[src/rtl/display_pkg.sv]
// Shared constants for the four-digit chess-clock display: segment codes and digit slot indices.
package display_pkg;

    // Active-low segment patterns, bit6..0 = g..a
    localparam logic [6:0] SEG_0     = 7'h40;
    localparam logic [6:0] SEG_1     = 7'h79;
    localparam logic [6:0] SEG_2     = 7'h24;
    localparam logic [6:0] SEG_3     = 7'h30;
    localparam logic [6:0] SEG_4     = 7'h19;
    localparam logic [6:0] SEG_5     = 7'h12;
    localparam logic [6:0] SEG_6     = 7'h02;
    localparam logic [6:0] SEG_7     = 7'h78;
    localparam logic [6:0] SEG_8     = 7'h00;
    localparam logic [6:0] SEG_9     = 7'h10;
    localparam logic [6:0] SEG_DASH  = 7'h3F;
    localparam logic [6:0] SEG_BLANK = 7'h7F;

    typedef enum logic [1:0] {
        IDX_SU = 2'd0,
        IDX_ST = 2'd1,
        IDX_MU = 2'd2,
        IDX_MT = 2'd3
    } digit_idx_t;

    function automatic logic [3:0] anode_for(input digit_idx_t i);
        return ~(4'b0001 << i);
    endfunction

endpackage

[src/rtl/seg7_decoder.sv]
// Combinational BCD to active-low seven-segment decoder; non-BCD codes show a dash.
module seg7_decoder
    import display_pkg::*;
(
    input  logic [3:0] bcd,
    output logic [6:0] seg
);

    always_comb begin
        seg = SEG_DASH;
        case (bcd)
            4'd0: seg = SEG_0;
            4'd1: seg = SEG_1;
            4'd2: seg = SEG_2;
            4'd3: seg = SEG_3;
            4'd4: seg = SEG_4;
            4'd5: seg = SEG_5;
            4'd6: seg = SEG_6;
            4'd7: seg = SEG_7;
            4'd8: seg = SEG_8;
            4'd9: seg = SEG_9;
            default: seg = SEG_DASH;
        endcase
    end

endmodule

[src/rtl/display_mux.sv]
// Time-multiplexed four-digit MM:SS display driver with frame-consistent snapshot and blinking colon.
module display_mux
    import display_pkg::*;
#(
    parameter int SCAN_DIV   = 50000,
    parameter int BLINK_HALF = 125
) (
    input  logic       CLK,
    input  logic       CLR,
    input  logic       CE,
    input  logic [3:0] MIN_TENS,
    input  logic [3:0] MIN_UNITS,
    input  logic [3:0] SEC_TENS,
    input  logic [3:0] SEC_UNITS,
    input  logic       ACTIVE,
    input  logic       BLANK_LEAD,
    output logic [3:0] AN,
    output logic [6:0] SEG,
    output logic       DP
);

    localparam int              PRE_W      = 20;
    localparam logic [PRE_W-1:0] PRE_LAST  = PRE_W'(SCAN_DIV - 1);
    localparam logic [7:0]      BLINK_LAST = 8'(BLINK_HALF - 1);

    logic [PRE_W-1:0] pre_p0;
    digit_idx_t       idx_p0;
    logic [15:0]      snap_p0;
    logic [7:0]       blink_cnt_p0;
    logic             phase_p0;
    logic             init_p0;

    logic       tick;
    logic       frame_end;
    logic [3:0] digit;
    logic [6:0] digit_seg;
    logic       blank;
    logic       colon_lit;

    assign tick      = CE && (pre_p0 == PRE_LAST);
    assign frame_end = tick && (idx_p0 == IDX_MT);

    // Stage p0: scan timing, frame snapshot and colon blink state
    always_ff @(posedge CLK or posedge CLR) begin
        if (CLR) begin
            pre_p0       <= '0;
            idx_p0       <= IDX_SU;
            snap_p0      <= '0;
            blink_cnt_p0 <= '0;
            phase_p0     <= 1'b0;
            init_p0      <= 1'b1;
        end else begin
            init_p0 <= 1'b0;
            if (CE) begin
                pre_p0 <= tick ? '0 : pre_p0 + 1'b1;
                if (tick)
                    idx_p0 <= digit_idx_t'(idx_p0 + 2'd1);
                if (frame_end)
                    snap_p0 <= {MIN_TENS, MIN_UNITS, SEC_TENS, SEC_UNITS};
                if (!ACTIVE) begin
                    blink_cnt_p0 <= '0;
                    phase_p0     <= 1'b0;
                end else if (frame_end) begin
                    if (blink_cnt_p0 == BLINK_LAST) begin
                        blink_cnt_p0 <= '0;
                        phase_p0     <= ~phase_p0;
                    end else begin
                        blink_cnt_p0 <= blink_cnt_p0 + 8'd1;
                    end
                end
            end
        end
    end

    always_comb begin
        digit = snap_p0[3:0];
        case (idx_p0)
            IDX_SU: digit = snap_p0[3:0];
            IDX_ST: digit = snap_p0[7:4];
            IDX_MU: digit = snap_p0[11:8];
            IDX_MT: digit = snap_p0[15:12];
        endcase
    end

    assign blank     = (idx_p0 == IDX_MT) && BLANK_LEAD && (snap_p0[15:12] == 4'd0);
    assign colon_lit = !ACTIVE || !phase_p0;

    seg7_decoder u_dec (
        .bcd (digit),
        .seg (digit_seg)
    );

    // Stage p1: registered drive; the first edge after reset always loads index 0
    always_ff @(posedge CLK or posedge CLR) begin
        if (CLR) begin
            AN  <= 4'hF;
            SEG <= SEG_BLANK;
            DP  <= 1'b1;
        end else if (CE || init_p0) begin
            AN  <= blank ? 4'hF : anode_for(idx_p0);
            SEG <= blank ? SEG_BLANK : digit_seg;
            DP  <= !((idx_p0 == IDX_MU) && colon_lit);
        end
    end

endmodule

[config.mk]
export PLATFORM = sky130hd
export DESIGN_NAME = display_mux
export DESIGN_NICKNAME = d
export VERILOG_FILES = /design/src/rtl/display_pkg.sv /design/src/rtl/seg7_decoder.sv /design/src/rtl/display_mux.sv
export SDC_FILE = /design/constraint.sdc
export NUM_CORES = 1
export LEC_CHECK = 0
export ABC_AREA = 1
export CAP_MARGIN = 20
export CELL_PAD_IN_SITES_DETAIL_PLACEMENT = 2
export CELL_PAD_IN_SITES_GLOBAL_PLACEMENT = 2
export CORE_ASPECT_RATIO = 1.1
export CORE_MARGIN = 1
export CORE_UTILIZATION = 33
export CTS_CLUSTER_SIZE = 14
export DETAILED_ROUTE_END_ITERATION = 16
export GPL_ROUTABILITY_DRIVEN = 0
export PLACE_DENSITY_LB_ADDON = 0.1
export RECOVER_POWER = 50
export SYNTH_ARGS = -nofsm -noshare
export SYNTH_HDL_FRONTEND = slang
export SYNTH_SLANG_ARGS = --single-unit
export TNS_END_PERCENT = 100
[constraint.sdc]
create_clock -name CLK -period 2.5 [get_ports CLK]
set_input_delay 0.25 -clock CLK [delete_from_list [all_inputs] [get_ports CLK]]
set_output_delay 0.25 -clock CLK [all_outputs]
set_load 0.01 [all_outputs]
# Yosys cells after proc, flatten, opt, wreduce, memory -nomap -nowiden
# Memories as Yosys holds them, arrays and structs flattened.
# Cells that the tools add are included.
# totals
reg_bits,60
in_bits,21
mem_bits_ro,112
output_inout_bits,12
word_cells,49
mem_count,1
# classes
mux,10
reduce_logical,16
add_sub_neg,3
n_bitwise,2
n_shift,1
n_eq_ne,7
# mem_list
name,depth,word_bits,read_ports,rd_clocked_by_memory_dff,write_ports,line_no,text
(no name shown),16,7,1,0,0,seg7_decoder.sv:11,case (bcd)
# op_table
operator,count
8-bit 2-to-1 mux,3
"20-bit by 1-bit adder with 20-bit output, second input constant",1
"20-bit by 16-bit == test with 1-bit output, second input constant",1
20-bit 2-to-1 mux,1
4-bit case mux with 4 select lines,1
"8-bit by 1-bit adder with 8-bit output, second input constant",1
"8-bit by 7-bit == test with 1-bit output, second input constant",1
7-bit 2-to-1 mux,1
2-bit AND reduction,3
1-bit logical AND,5
"2-bit == test, second input constant",2
4-bit zero test,1
4-bit 2-to-1 mux,1
"2-bit by 1-bit != test with 1-bit output, second input constant",2
4-bit NOT,1
"1-bit by 2-bit << shifter with 4-bit output, first input constant",1
1-bit zero test,3
1-bit 2-to-1 mux,3
3-bit AND reduction,1
"2-bit by 1-bit adder with 2-bit output, second input constant",1
"2-bit by 1-bit == test with 1-bit output, second input constant",1
2-bit zero test,1
1-bit logical OR,2
1-bit NOT,1

# Logic depth before layout (Yosys ltp)
# logic_depth
word_depth,5
ltp_mapped,14
ltp_nobuf,14

# By module
# From an unflattened synthesis, not the netlist that was laid out.
# unflattened
cells_unflattened,446
hier_area_um2,3447.1
# by_module_without_submodules
mod,area_per_inst_um2,n_inst,cells_per_inst,seq_area_each_um2
display_mux,3260.6,1,411,1517.7
seg7_decoder,186.4,1,35,0.0

# Worst setup path before layout
# Ideal clock, no wire load.
# synth_timing
path_kind,flip-flop to flip-flop
from,register idx_p0[0]
to,register SEG[4]
period_less_slack_ns,1.766
setup_ns,0.072
slack_ns,0.734
t_arrival_ns,1.694
t_required_ns,2.428
n_path_buf,0
stages_incl_launch_ff,15
cell_sequence,dfrtp_1 inv_1 ha_1 clkinv_1 nand2_1 nor2_1 nor2_1 ha_1 inv_1 nand3_1 nand2_1 nand2_1 nand3_1 nand2_1 inv_1
# synth_between
elab_chain_cells,4
word_cells_on_any_way,9
cone_classes,eq/ne: 3; mux: 2; reduce/logical: 3; memory: 1
# synth_lines
item,line_no,text
from (decl),display_mux.sv:27,digit_idx_t idx_p0;
from (signal assigned),display_mux.sv:57,idx_p0 <= digit_idx_t'(idx_p0 + 2'd1);
"2-bit == test, or another cell as far along","display_mux.sv:77, display_mux.sv:85",
4-bit case mux with 4 select lines / 1-bit logical AND (equally long branches),"display_mux.sv:77, display_mux.sv:85",
memory 16 x 7 bit / 1-bit logical AND (equally long branches),n/a,
7-bit 2-to-1 mux *,display_mux.sv:101,SEG <= blank ? SEG_BLANK : digit_seg;
to (signal assigned),display_mux.sv:101,
to (decl),display_mux.sv:18,"output logic [6:0] SEG,"
# Every way passes the cells marked *; elsewhere a longest branch is shown, timed or not.
# A chain may end at the register's enable or synchronous reset.

# Worst setup path after layout
# Ends and elaborated chain as after synthesis.

==> impl_metrics.py <==
metrics = {
    "detailed_routing": {
        "drtIter0Drc": 68,
        "routed_via_density": 5.01,
        "wire_per_inst_um": 16.0,
        "postRouteAntennaNets": 0,
        "totalWireLength_um": 9780,
        "route.vias.total": 3071,
        "remaining_design_rule_violation_count": 0,
        "detailedRoute.firstPassIterationCount": 4,
    },
    "sta": {
        "grt_setup_unrepaired": "no",
        "clock-skew-final_ns": 0.0115,
        "setup_tns_ns": 0,
        "final_setup_violating_endpoints": 0,
        "final-max-slew-violation-count": 0,
        "post-route-min-period_ns": 2.06,
        "timing.final.crit_share_pct": 82.3,
        "maxSlewHeadroom_pct": 9.79,
        "maxClockFrequency_mhz": 486,
        "timing_hold_violations_final": 0,
        "worst_pin_slew_ns": 1.35,
    },
    "critical_path": {
        "worstPathMaxFanout": 7,
        "critical_path.top_delay_family": "simple AND/OR/NAND/NOR gates",
        "most_frequent_cp_cell": "sky130_fd_sc_hd__nand2_1",
        "cp-end-kind": "flip-flop",
        "crit_required_ns": 2.80,
        "reg2reg_setup_slack_ns": 0.44,
        "count_of_buffer_and_inverter_cells_on_the_critical_path": 4,
        "timing.critical_path.slowest_cell_delay_ns": 0.40,
        "worst_setup_path_start_kind": "flip-flop",
        "critPathKind": "flip-flop to flip-flop",
        "crit_path_cell_trace": "inv_1, ha_1, clkinv_1, nand2_1, nor2_1, nor2_1, ha_1, inv_1, nand3_1, nand2_1, nand2_1, nand3_1, nand2_1, inv_1",
        "crit_slowest_cell": "sky130_fd_sc_hd__dfrtp_1",
        "worstPathArrival_ns": 2.35,
    },
    "floorplan": {
        "io-pin-count": 33,
        "initial_core_util_pct": 34.3,
        "num_rows": 38,
        "fp.coreArea_um2": 9940,
        "fp.dieW_um": 98.9,
        "die_height_um": 109,
        "dieArea_um2": 10700,
    },
    "logic_synthesis": {
        "synth.yosys.warnings": 0,
        "synthesis.area_um2": 3410,
        "synth_cell_types": 37,
        "synth_edf_count": 0,
        "synth.ff_latch_count": 60,
        "postSynth.asyncResetShare_pct": 100,
        "mappedNetlistNets": 481,
        "synthCells": 449,
        "mean_cell_area_of_the_mapped_netlist_um2": 7.59,
        "ys_seq_area_share_pct": 44.5,
        "synth_top_flop_cell": "sky130_fd_sc_hd__dfrtp_1",
    },
    "power_and_ir_drop": {
        "power_density_nw_per_um2": 587,
        "share_of_power_burned_in_the_clock_network_pct": 33.9,
        "net_switching_power_mw": 0.738,
        "p_int_mw": 1.63,
        "seq_power_share_pct": 49.7,
        "share_comb_of_total_power_pct": 16.4,
        "p_leak_nw": 1.94,
        "p_sw_share_pct": 31.1,
        "vdd.ir_drop.worst_mv": 0.297,
    },
    "layout": {
        "fin_cells": 613,
        "fillerInstances": 1181,
        "num-nets-final": 521,
        "postLayoutCellArea_um2": 4050,
        "final_cell_mix": "sky130_fd_sc_hd__nand2_1, sky130_fd_sc_hd__inv_1, sky130_fd_sc_hd__nor2_1",
        "antennaDiodeCount": 0,
        "flow.area_growth_from_synthesis_pct": 18.7,
        "fraction_of_layout_cells_with_a_size_suffix_above_1_pct": 10.8,
        "layout.cells.most_common": "sky130_fd_sc_hd__nand2_1",
        "layout.core_utilization_pct": 40.7,
    },
    "global_route": {
        "global_route_wire_length_before_repair_um": 16500,
        "gr-usage-all-layers_pct": 20.2,
        "grt_max_degree": 33,
        "antenna_found_initial": 0,
        "first_global_vias": 3411,
        "grt_overflow": 0,
    },
    "clock_tree": {
        "setup_fix_buffers_added_after_clock_tree_synthesis": 0,
        "cts-resized-gates": 0,
        "numCtsBuffers": 9,
        "ctsHtreeMaxLevel": 3,
        "cts_root_buffer": "sky130_fd_sc_hd__clkbuf_8",
        "clkTransAtPathRegs_ns": 0.07,
        "numClockSinks": 60,
        "cts.path.max_buffers": 2,
        "cts_tree": "done",
        "cts-hold-fix-buffers": 0,
        "insertion_delay_ns": 0.36,
    },
    "min_path": {
        "timing.hold.worst.class": "primary input to async pin",
    },
    "placement": {
        "dp_hpwl_um": 7360,
        "placedInstanceArea_um2": 3900,
        "placed_cells": 598,
        "portBuffers": 32,
    },
    "status": {
        "outcome": "finished, final reports clean",
    },
    "job": {
        "maxCapViolCount": 0,
    },
}
-- worst reg2reg max path, stage by stage (launching register included) --
cell and delay [ns]:
sky130_fd_sc_hd__dfrtp_1 0.40, sky130_fd_sc_hd__inv_1 0.14, sky130_fd_sc_hd__ha_1 0.19, sky130_fd_sc_hd__clkinv_1 0.17
sky130_fd_sc_hd__nand2_1 0.14, sky130_fd_sc_hd__nor2_1 0.05, sky130_fd_sc_hd__nor2_1 0.27, sky130_fd_sc_hd__ha_1 0.23
sky130_fd_sc_hd__inv_1 0.06, sky130_fd_sc_hd__nand3_1 0.08, sky130_fd_sc_hd__nand2_1 0.07, sky130_fd_sc_hd__nand2_1 0.05
sky130_fd_sc_hd__nand3_1 0.06, sky130_fd_sc_hd__nand2_1 0.06, sky130_fd_sc_hd__inv_1 0.03
-- layout make-up --
type                            count  area [µm²]  area share [%]
Inverter                           64         240            5.94
Clock inverter                      2        10.0           0.247
Multi-Input combinational cell    317        1610            39.8
Timing Repair Buffer               37         359            8.88
Clock buffer                       13         159            3.93
Tap cell                          120         150            3.71
Sequential cell                    60        1520            37.5
-- power groups by stage --
stage,registers [mW],logic (mW),clock network (mW)
4_1_cts,1.18,0.406,0.840
2_1_floorplan,1.17,0.253,0
5_1_grt,1.19,0.444,0.873
3_5_place_dp,1.20,0.401,0
6_report,1.18,0.388,0.806
3_3_place_gp,1.20,0.379,0
-- layer usage --
| metal | part of all wire, % | up-vias | track usage, % |
|---|---|---|---|
| met2 | 53 | 32 | 37.7 |
| li1 | - | 1492 | - |
| met5 | 0 | - | 0 |
| met1 | 42 | 1527 | 22.2 |
| met3 | 2.1 | 20 | 3.04 |
| met4 | 2.8 | 0 | 10.2 |
-- synthesized netlist by cell type, types with 2 or more instances --
master | count | share of area, %
sky130_fd_sc_hd__a21oi_1 | 10 | 1.5
sky130_fd_sc_hd__buf_2 | 3 | 0.44
sky130_fd_sc_hd__clkbuf_1 | 4 | 0.44
sky130_fd_sc_hd__dfrtp_1 | 47 | 35
sky130_fd_sc_hd__dfstp_2 | 13 | 10
sky130_fd_sc_hd__ha_1 | 11 | 4.0
sky130_fd_sc_hd__inv_1 | 62 | 6.8
sky130_fd_sc_hd__nand2_1 | 117 | 13
sky130_fd_sc_hd__nand2_2 | 4 | 0.73
sky130_fd_sc_hd__nand2_4 | 2 | 0.66
sky130_fd_sc_hd__nand3_1 | 32 | 4.7
sky130_fd_sc_hd__nand3_2 | 2 | 0.59
sky130_fd_sc_hd__nand3b_1 | 2 | 0.44
sky130_fd_sc_hd__nand4_1 | 12 | 2.2
sky130_fd_sc_hd__nor2_1 | 60 | 6.6
sky130_fd_sc_hd__nor3_1 | 4 | 0.59
sky130_fd_sc_hd__o21ai_0 | 16 | 2.3
sky130_fd_sc_hd__o21ai_1 | 11 | 1.6
sky130_fd_sc_hd__o21ai_2 | 8 | 2.1
sky130_fd_sc_hd__o21bai_1 | 2 | 0.44
sky130_fd_sc_hd__or2_2 | 4 | 0.73
sky130_fd_sc_hd__xnor2_1 | 2 | 0.51
sky130_fd_sc_hd__xor2_1 | 7 | 1.8
-- registers in the layout, summed over array words and instances (netlist names) --
signal        cells
phase_p0          1
pre_p0           20
snap_p0          16
AN                4
blink_cnt_p0      8
init_p0           1
DP                1
SEG               7
idx_p0            2
-- kinds of logic (layout without fill, tap and decap cells) --
logic type | after synthesis | count (layout) | share of synthesized area (%)
AND/OR/NAND/NOR | 245 | 245 | 31.8
buffers and inverters | 72 | 116 | 8.26
flip-flops | 60 | 60 | 44.5
AO/OA/AOI/OAI | 51 | 51 | 8.92
adder cells (fa/ha/maj) | 11 | 11 | 4.04
XOR/XNOR | 9 | 9 | 2.31
other | 1 | 1 | 0.110
-- final timing paths --
path | startpoint | to | cells after the start
min in group CLK | MIN_UNITS[1] | snap_p0[9]$_DFFE_PP0P_ | 3
max | idx_p0[0]$_DFFE_PP0P_ | SEG[4]$_DFFE_PP1P_ | 14
min reg2reg | snap_p0[10]$_DFFE_PP0P_ | snap_p0[10]$_DFFE_PP0P_ | 2
max in group asynchronous | CLR | pre_p0[13]$_DFFE_PP0P_ | 3
max reg2reg | idx_p0[0]$_DFFE_PP0P_ | SEG[4]$_DFFE_PP1P_ | 14
min | CLR | phase_p0$_DFFE_PP0P_ | 2
-- metrics by stage --
stage	hold slack, ns	worst slack (ns)	power, mW
after floorplan	0.383	0.734	1.42
after global placement	0.470	0.422	1.57
after detailed placement	0.492	0.402	1.60
after CTS	0.182	0.397	2.43
after global routing	0.447	0.104	2.51
final	0.389	0.442	2.37
Power figures use the tool's default switching activity.
